**src/rtl/link_speed_detect_mp.sv**
```systemverilog
`timescale 1ns/1ps
// -----------------------------------------------------------------------------
// link_speed_detect_mp
//
// Multi-port RGMII link speed detector. Each port delivers a toggle that flips
// every 4 rx_clk cycles, generated in its own RX domain. Each toggle is brought
// into sys_clk and its transitions are counted over a shared window of
// 2^WIN_LOG2 sys_clk cycles. The count is classified as none/10M/100M/1000M,
// and each classification is debounced before it reaches the outputs.
//
// Ports:
//   sys_clk      in   system clock (125 MHz)
//   sys_rst_n    in   asynchronous active-low reset
//   enable       in   1 = run measurement windows back to back
//   rx_tgl       in   [NUM_PORTS]     per-port rx_clk/8 toggle (asynchronous)
//   speed        out  [2*NUM_PORTS]   port i at [2i+1:2i]:
//                                     00 none, 01 10M, 10 100M, 11 1000M
//   speed_valid  out  [NUM_PORTS]     port has a debounced result
//   speed_chg    out  [NUM_PORTS]     1-cycle pulse when a port's code changes
//   meas_done    out                  1-cycle pulse during each EVAL cycle
//   raw_cnt      out  [NUM_PORTS*WIN_LOG2]  only with LINK_SPEED_RAW_CNT_EN:
//                                     saturated edge count of the last window
//
// Optional feature macro: LINK_SPEED_RAW_CNT_EN (adds raw_cnt).
//
// Handshake: there is no valid/ready pair. meas_done is a strobe that is high
// for exactly the EVAL cycle. speed, speed_valid and speed_chg take their new
// values on the clock edge that ends EVAL, so any speed_chg pulse appears in
// the cycle after meas_done.
// -----------------------------------------------------------------------------
module link_speed_detect_mp #(
    parameter int NUM_PORTS = 4,
    parameter int WIN_LOG2  = 10,
    parameter int TH_1G     = 64,
    parameter int TH_100M   = 8,
    parameter int STABLE_N  = 3
) (
    input  logic                   sys_clk,
    input  logic                   sys_rst_n,
    input  logic                   enable,
    input  logic [NUM_PORTS-1:0]   rx_tgl,
    output logic [2*NUM_PORTS-1:0] speed,
    output logic [NUM_PORTS-1:0]   speed_valid,
    output logic [NUM_PORTS-1:0]   speed_chg,
    output logic                   meas_done
`ifdef LINK_SPEED_RAW_CNT_EN
    ,
    output logic [NUM_PORTS*WIN_LOG2-1:0] raw_cnt
`endif
);

    localparam logic [WIN_LOG2-1:0] TH_1G_C   = WIN_LOG2'(TH_1G);
    localparam logic [WIN_LOG2-1:0] TH_100M_C = WIN_LOG2'(TH_100M);
    localparam logic [3:0]          STABLE_C  = 4'(STABLE_N);

    typedef enum logic [1:0] {
        IDLE    = 2'd0,
        MEASURE = 2'd1,
        EVAL    = 2'd2
    } state_t;

    // state is the observable FSM state for checkers
    state_t state;
    state_t state_nx;

    logic [WIN_LOG2-1:0]                 win_tmr;
    logic                                win_last;
    logic [NUM_PORTS-1:0]                sync1;
    logic [NUM_PORTS-1:0]                sync2;
    logic [NUM_PORTS-1:0]                sync3;
    logic [NUM_PORTS-1:0]                edge_det;
    logic [NUM_PORTS-1:0][WIN_LOG2-1:0]  edge_cnt;

    logic [NUM_PORTS-1:0][1:0]           cand_code;
    logic [NUM_PORTS-1:0][3:0]           stab_cnt;
    logic [NUM_PORTS-1:0][1:0]           cls;
    logic [NUM_PORTS-1:0][1:0]           cand_nx;
    logic [NUM_PORTS-1:0][3:0]           stab_nx;
    logic [NUM_PORTS-1:0]                upd;
    logic [NUM_PORTS-1:0]                chg_nx;

    function automatic logic [1:0] classify(input logic [WIN_LOG2-1:0] c);
        logic [1:0] code;
        if (c >= TH_1G_C)        code = 2'b11;
        else if (c >= TH_100M_C) code = 2'b10;
        else if (c != '0)        code = 2'b01;
        else                     code = 2'b00;
        return code;
    endfunction

    // ---------------- FSM ----------------
    assign win_last = &win_tmr;

    always_ff @(posedge sys_clk or negedge sys_rst_n) begin
        if (!sys_rst_n) state <= IDLE;
        else            state <= state_nx;
    end

    always_comb begin
        state_nx = state;
        case (state)
            IDLE:    if (enable)   state_nx = MEASURE;
            MEASURE: if (win_last) state_nx = EVAL;
            EVAL:    state_nx = enable ? MEASURE : IDLE;
            default: state_nx = IDLE;
        endcase
    end

    assign meas_done = (state == EVAL);

    // ---------------- synchroniser and edge detect ----------------
    always_ff @(posedge sys_clk or negedge sys_rst_n) begin
        if (!sys_rst_n) begin
            sync1 <= '0;
            sync2 <= '0;
            sync3 <= '0;
        end else begin
            sync1 <= rx_tgl;
            sync2 <= sync1;
            sync3 <= sync2;
        end
    end

    // Both directions of the toggle count as an edge.
    assign edge_det = sync2 ^ sync3;

    // ---------------- window timer and edge counters ----------------
    always_ff @(posedge sys_clk or negedge sys_rst_n) begin
        if (!sys_rst_n) begin
            win_tmr  <= '0;
            edge_cnt <= '0;
        end else begin
            case (state)
                MEASURE: begin
                    win_tmr <= win_tmr + 1'b1;
                    for (int i = 0; i < NUM_PORTS; i++) begin
                        if (edge_det[i] && !(&edge_cnt[i]))
                            edge_cnt[i] <= edge_cnt[i] + 1'b1;
                    end
                end
                EVAL: begin
                    win_tmr <= '0;
                    // An edge seen while evaluating opens the next window's count.
                    for (int i = 0; i < NUM_PORTS; i++)
                        edge_cnt[i] <= WIN_LOG2'(edge_det[i]);
                end
                default: begin
                    win_tmr  <= '0;
                    edge_cnt <= '0;
                end
            endcase
        end
    end

    // ---------------- classification and debounce ----------------
    always_comb begin
        cls     = '0;
        cand_nx = '0;
        stab_nx = '0;
        upd     = '0;
        chg_nx  = '0;
        for (int i = 0; i < NUM_PORTS; i++) begin
            cls[i] = classify(edge_cnt[i]);
            if (cls[i] == cand_code[i]) begin
                cand_nx[i] = cand_code[i];
                stab_nx[i] = (stab_cnt[i] >= STABLE_C) ? STABLE_C : stab_cnt[i] + 4'd1;
            end else begin
                cand_nx[i] = cls[i];
                stab_nx[i] = 4'd1;
            end
            // First stable result is published even if it equals the default code.
            upd[i]    = (stab_nx[i] == STABLE_C) &&
                        ((cand_nx[i] != speed[2*i +: 2]) || !speed_valid[i]);
            chg_nx[i] = upd[i] && (cand_nx[i] != speed[2*i +: 2]);
        end
    end

    always_ff @(posedge sys_clk or negedge sys_rst_n) begin
        if (!sys_rst_n) begin
            speed       <= '1;
            speed_valid <= '0;
            speed_chg   <= '0;
            cand_code   <= '0;
            stab_cnt    <= '0;
        end else begin
            speed_chg <= '0;
            if (state == EVAL) begin
                cand_code <= cand_nx;
                stab_cnt  <= stab_nx;
                speed_chg <= chg_nx;
                for (int i = 0; i < NUM_PORTS; i++) begin
                    if (upd[i]) begin
                        speed[2*i +: 2] <= cand_nx[i];
                        speed_valid[i]  <= 1'b1;
                    end
                end
            end
        end
    end

`ifdef LINK_SPEED_RAW_CNT_EN
    always_ff @(posedge sys_clk or negedge sys_rst_n) begin
        if (!sys_rst_n)          raw_cnt <= '0;
        else if (state == EVAL)  raw_cnt <= edge_cnt;
    end
`endif

endmodule

```
**config.mk**
```make
export PLATFORM = sky130hd
export DESIGN_NAME = link_speed_detect_mp
export DESIGN_NICKNAME = d
export VERILOG_FILES = /design/src/rtl/link_speed_detect_mp.sv
export SDC_FILE = /design/constraint.sdc
export NUM_CORES = 1
export LEC_CHECK = 0
export CORE_MARGIN = 10
export CORE_UTILIZATION = 30
export CTS_BUF_LIST = sky130_fd_sc_hd__clkbuf_16
export CTS_CLUSTER_DIAMETER = 60
export DETAILED_ROUTE_END_ITERATION = 12
export SLEW_MARGIN = 5
export SYNTH_ARGS = -nofsm -noshare
export SYNTH_HDL_FRONTEND = slang
export SYNTH_SLANG_ARGS = --single-unit
```
**constraint.sdc**
```tcl
create_clock -name sys_clk -period 3.1 [get_ports sys_clk]
set_clock_uncertainty 0.1 [all_clocks]
set_input_delay 0.62 -clock sys_clk [delete_from_list [all_inputs] [get_ports sys_clk]]
set_output_delay 0.62 -clock sys_clk [all_outputs]
set_load 0.01 [all_outputs]
```
==> qor.yml <==
final_layout:
  finalNetCount: 621
  fin_area_um2: 6220
  fillerInstances: 1801
  diodes: 0
  mostFrequentLayoutCells: "dfrtp_1 (96), nor2_1 (72), nand2_1 (53)"
  syn_to_final_growth_pct: 14.8
  utilization_pct: 34.9
  final_common_cell: "dfrtp_1"
  drive_above_1_share_pct: 10.1
cts:
  cts-root-buf: "clkbuf_16"
  htree_levels: 3
  postCtsHoldBufs: 0
  numCtsBuffers: 9
  insertion_delay_ps: 350
  clk_pin_slew_worst_paths_ps: 70
  cts.sinks: 104
  cts_buffer_depth: 2
  cts_resized: 0
  cts_tree: "done"
  post_cts_buffers: 0
routing:
  drtIter0Drc: 317
  met2_length_um: 5590
  dr.pass1.iters: 4
  dr_wl_met3_um: 392
  ant_nets: 0
  vias_per_cell: 5.10
  wl_per_cell_um: 13.8
  top_layer: "met4"
  vias: 4239
  met1_length_um: 5380
  drc: 0
  wl_um: 11500
floorplanning:
  rows: 49
  start_util_pct: 30.4
  design.die.area_um2: 23800
  core_um2: 17800
  ios: 24
  fp.dieW_um: 154
  die_y_um: 154
placed_design:
  io_buffers: 23
  dp_hpwl_um: 7970
  dpl_worst_slack_ps: 651
  dpl_cell_area_um2: 5920
  gp_congestion: 0.773
critical_path:
  start_kind: "flip-flop"
  arrival_ps: 2640
  crit_fanout: 6
  worstPathRequired_ps: 3280
  crit_type: "reg2reg"
  cp-end-kind: "flip-flop"
  r2r_cells: 6
  regToRegEndpoint: "speed[1]"
  reg2reg_setup_slack_ps: 640
  r2r_start: "edge_cnt[8]"
synth:
  yosysTopAreaCell: "dfrtp_1"
  synth.avg_cell_area_um2: 9.42
  synth_flop_cell: "dfrtp_1"
  yosys-top-cells-area: "dfrtp_1 (44%), nor2_1 (5.0%), ha_1 (3.9%)"
  synthesis.area_um2: 5420
  yosys_register_bits: 104
  synthArstFlopShare_pct: 100
  yosys_warnings: 0
  synth_top_area_share_pct: 44.3
  ys_seq_area_share_pct: 48.2
  synth_edf_count: 0
  syn_nets: 599
  synth_cells: 575
  synth_cell_types: 59
pwr:
  p_sw_share_pct: 31.7
  power_frac_comb_pct: 21.6
  sequentialPowerShare_pct: 43.6
  p_clk_share_pct: 34.8
  p_int_mw: 2.29
  peakVddDrop_v: 0.000304
  switching_power_mw: 1.06
  leakagePower_nw: 2.75
  power_density_nw_per_um2: 539
timing:
  worst_hold_slack_ps: 167
  finalCritPeriodShare_pct: 79.3
  hold_viol_final: 0
  relSlewSlack_pct: 50.6
  max_freq_mhz: 407
  drv_slew: 0
  rsz0062_at_grt: "false"
  final-setup-viol-count: 0
  fin_ws_ps: 643
  tns_ps: 0
  worst_pin_slew_ps: 735
  fin_crit_ps: 2460
global_route:
  antenna_found_initial: 0
  grtUsageTotal_pct: 9.98
  grt_max_degree: 62
  grt_pass1_vias: 4354
  grt_pass1_wl_um: 20300
  grt_overflow: 0
status:
  status: "finished, final reports clean"
hold_path:
  hp-class: "in2async"
flow_run:
  drv_cap: 0
==> power groups by stage <==
| stage | logic (mW) | clock network [mW] | registers (mW) |
|---|---|---|---|
| finish | 0.724 | 1.17 | 1.46 |
| global route | 0.837 | 1.27 | 1.47 |
| CTS | 0.734 | 1.21 | 1.46 |
| detailed placement | 0.732 | 0 | 1.48 |
| global placement | 0.700 | 0 | 1.48 |
| floorplan | 0.517 | 0 | 1.47 |
==> per-layer routing <==
metal	global-route usage [%]	up-vias
li1	-	2095
met1	12.2	2078
met2	16.5	55
met3	2.47	11
met4	3.91	0
met5	0	-
==> critical path, stage by stage (launching register included) <==
cell and delay, ps:
dfrtp_1 430, or4_1 620, or3_1 380, a21oi_1 190, o22ai_1 160, a21oi_2 160
mux2_2 340
==> cells in the mapped netlist, types with 10 or more instances <==
cell type / number
dfrtp_1: 96
nor2_1: 72
nand2_1: 53
o21ai_0: 37
nand3_1: 29
a21oi_1: 19
ha_1: 17
inv_1: 17
nor2b_1: 15
nor3_1: 15
clkbuf_1: 13
mux2_2: 13
or3_1: 11
a22oi_1: 10
a31oi_1: 10
nand2b_1: 10
==> worst max-delay path by stage <==
| stage | startpoint | end | cells past startpoint |
|---|---|---|---|
| final | edge_cnt[8] | speed[1] | 6 |
| after global routing | edge_cnt[8] | speed[0] | 6 |
| after CTS | state[0] | meas_done | 3 |
| after detailed placement | edge_cnt[8] | speed[0] | 6 |
| after global placement | edge_cnt[26] | speed[5] | 6 |
| after floorplan | edge_cnt[26] | speed[4] | 6 |
==> kinds of logic (layout without fill, tap and decap cells) <==
logic type	after synthesis	after routing	synth area share, %
and+or+nand+nor	253	253	23.1
xor gates and xnor gates	16	16	2.59
AOI/OAI and AO/OA	128	128	15.4
adders and majority gates	17	17	3.93
DFF	104	104	48.2
muxes	18	18	3.67
buffers and inverters	39	66	3.02
==> cell type report <==
type | count | area [um^2] | share of cell area (%)
Clock buffer | 9 | 225 | 3.62
Clock inverter | 7 | 78.8 | 1.27
Inverter | 18 | 67.6 | 1.09
Multi-Input combinational cell | 432 | 2640 | 42.5
Sequential cell | 104 | 2610 | 42.0
Tap cell | 229 | 287 | 4.61
Timing Repair Buffer | 32 | 308 | 4.95
==> flip-flops by register name (all words and copies together) (netlist names), 8 cells and up <==
signal     flops
speed          8
edge_cnt      40
win_tmr       10
cand_code      8
stab_cnt      16
==> per-stage QoR <==
step	total power, mW	std cells
floorplan	1.99	575
global placement	2.18	815
detailed placement	2.22	815
CTS	3.41	831
global route	3.57	831
finish	3.35	831
Power figures use the tool's default switching activity.
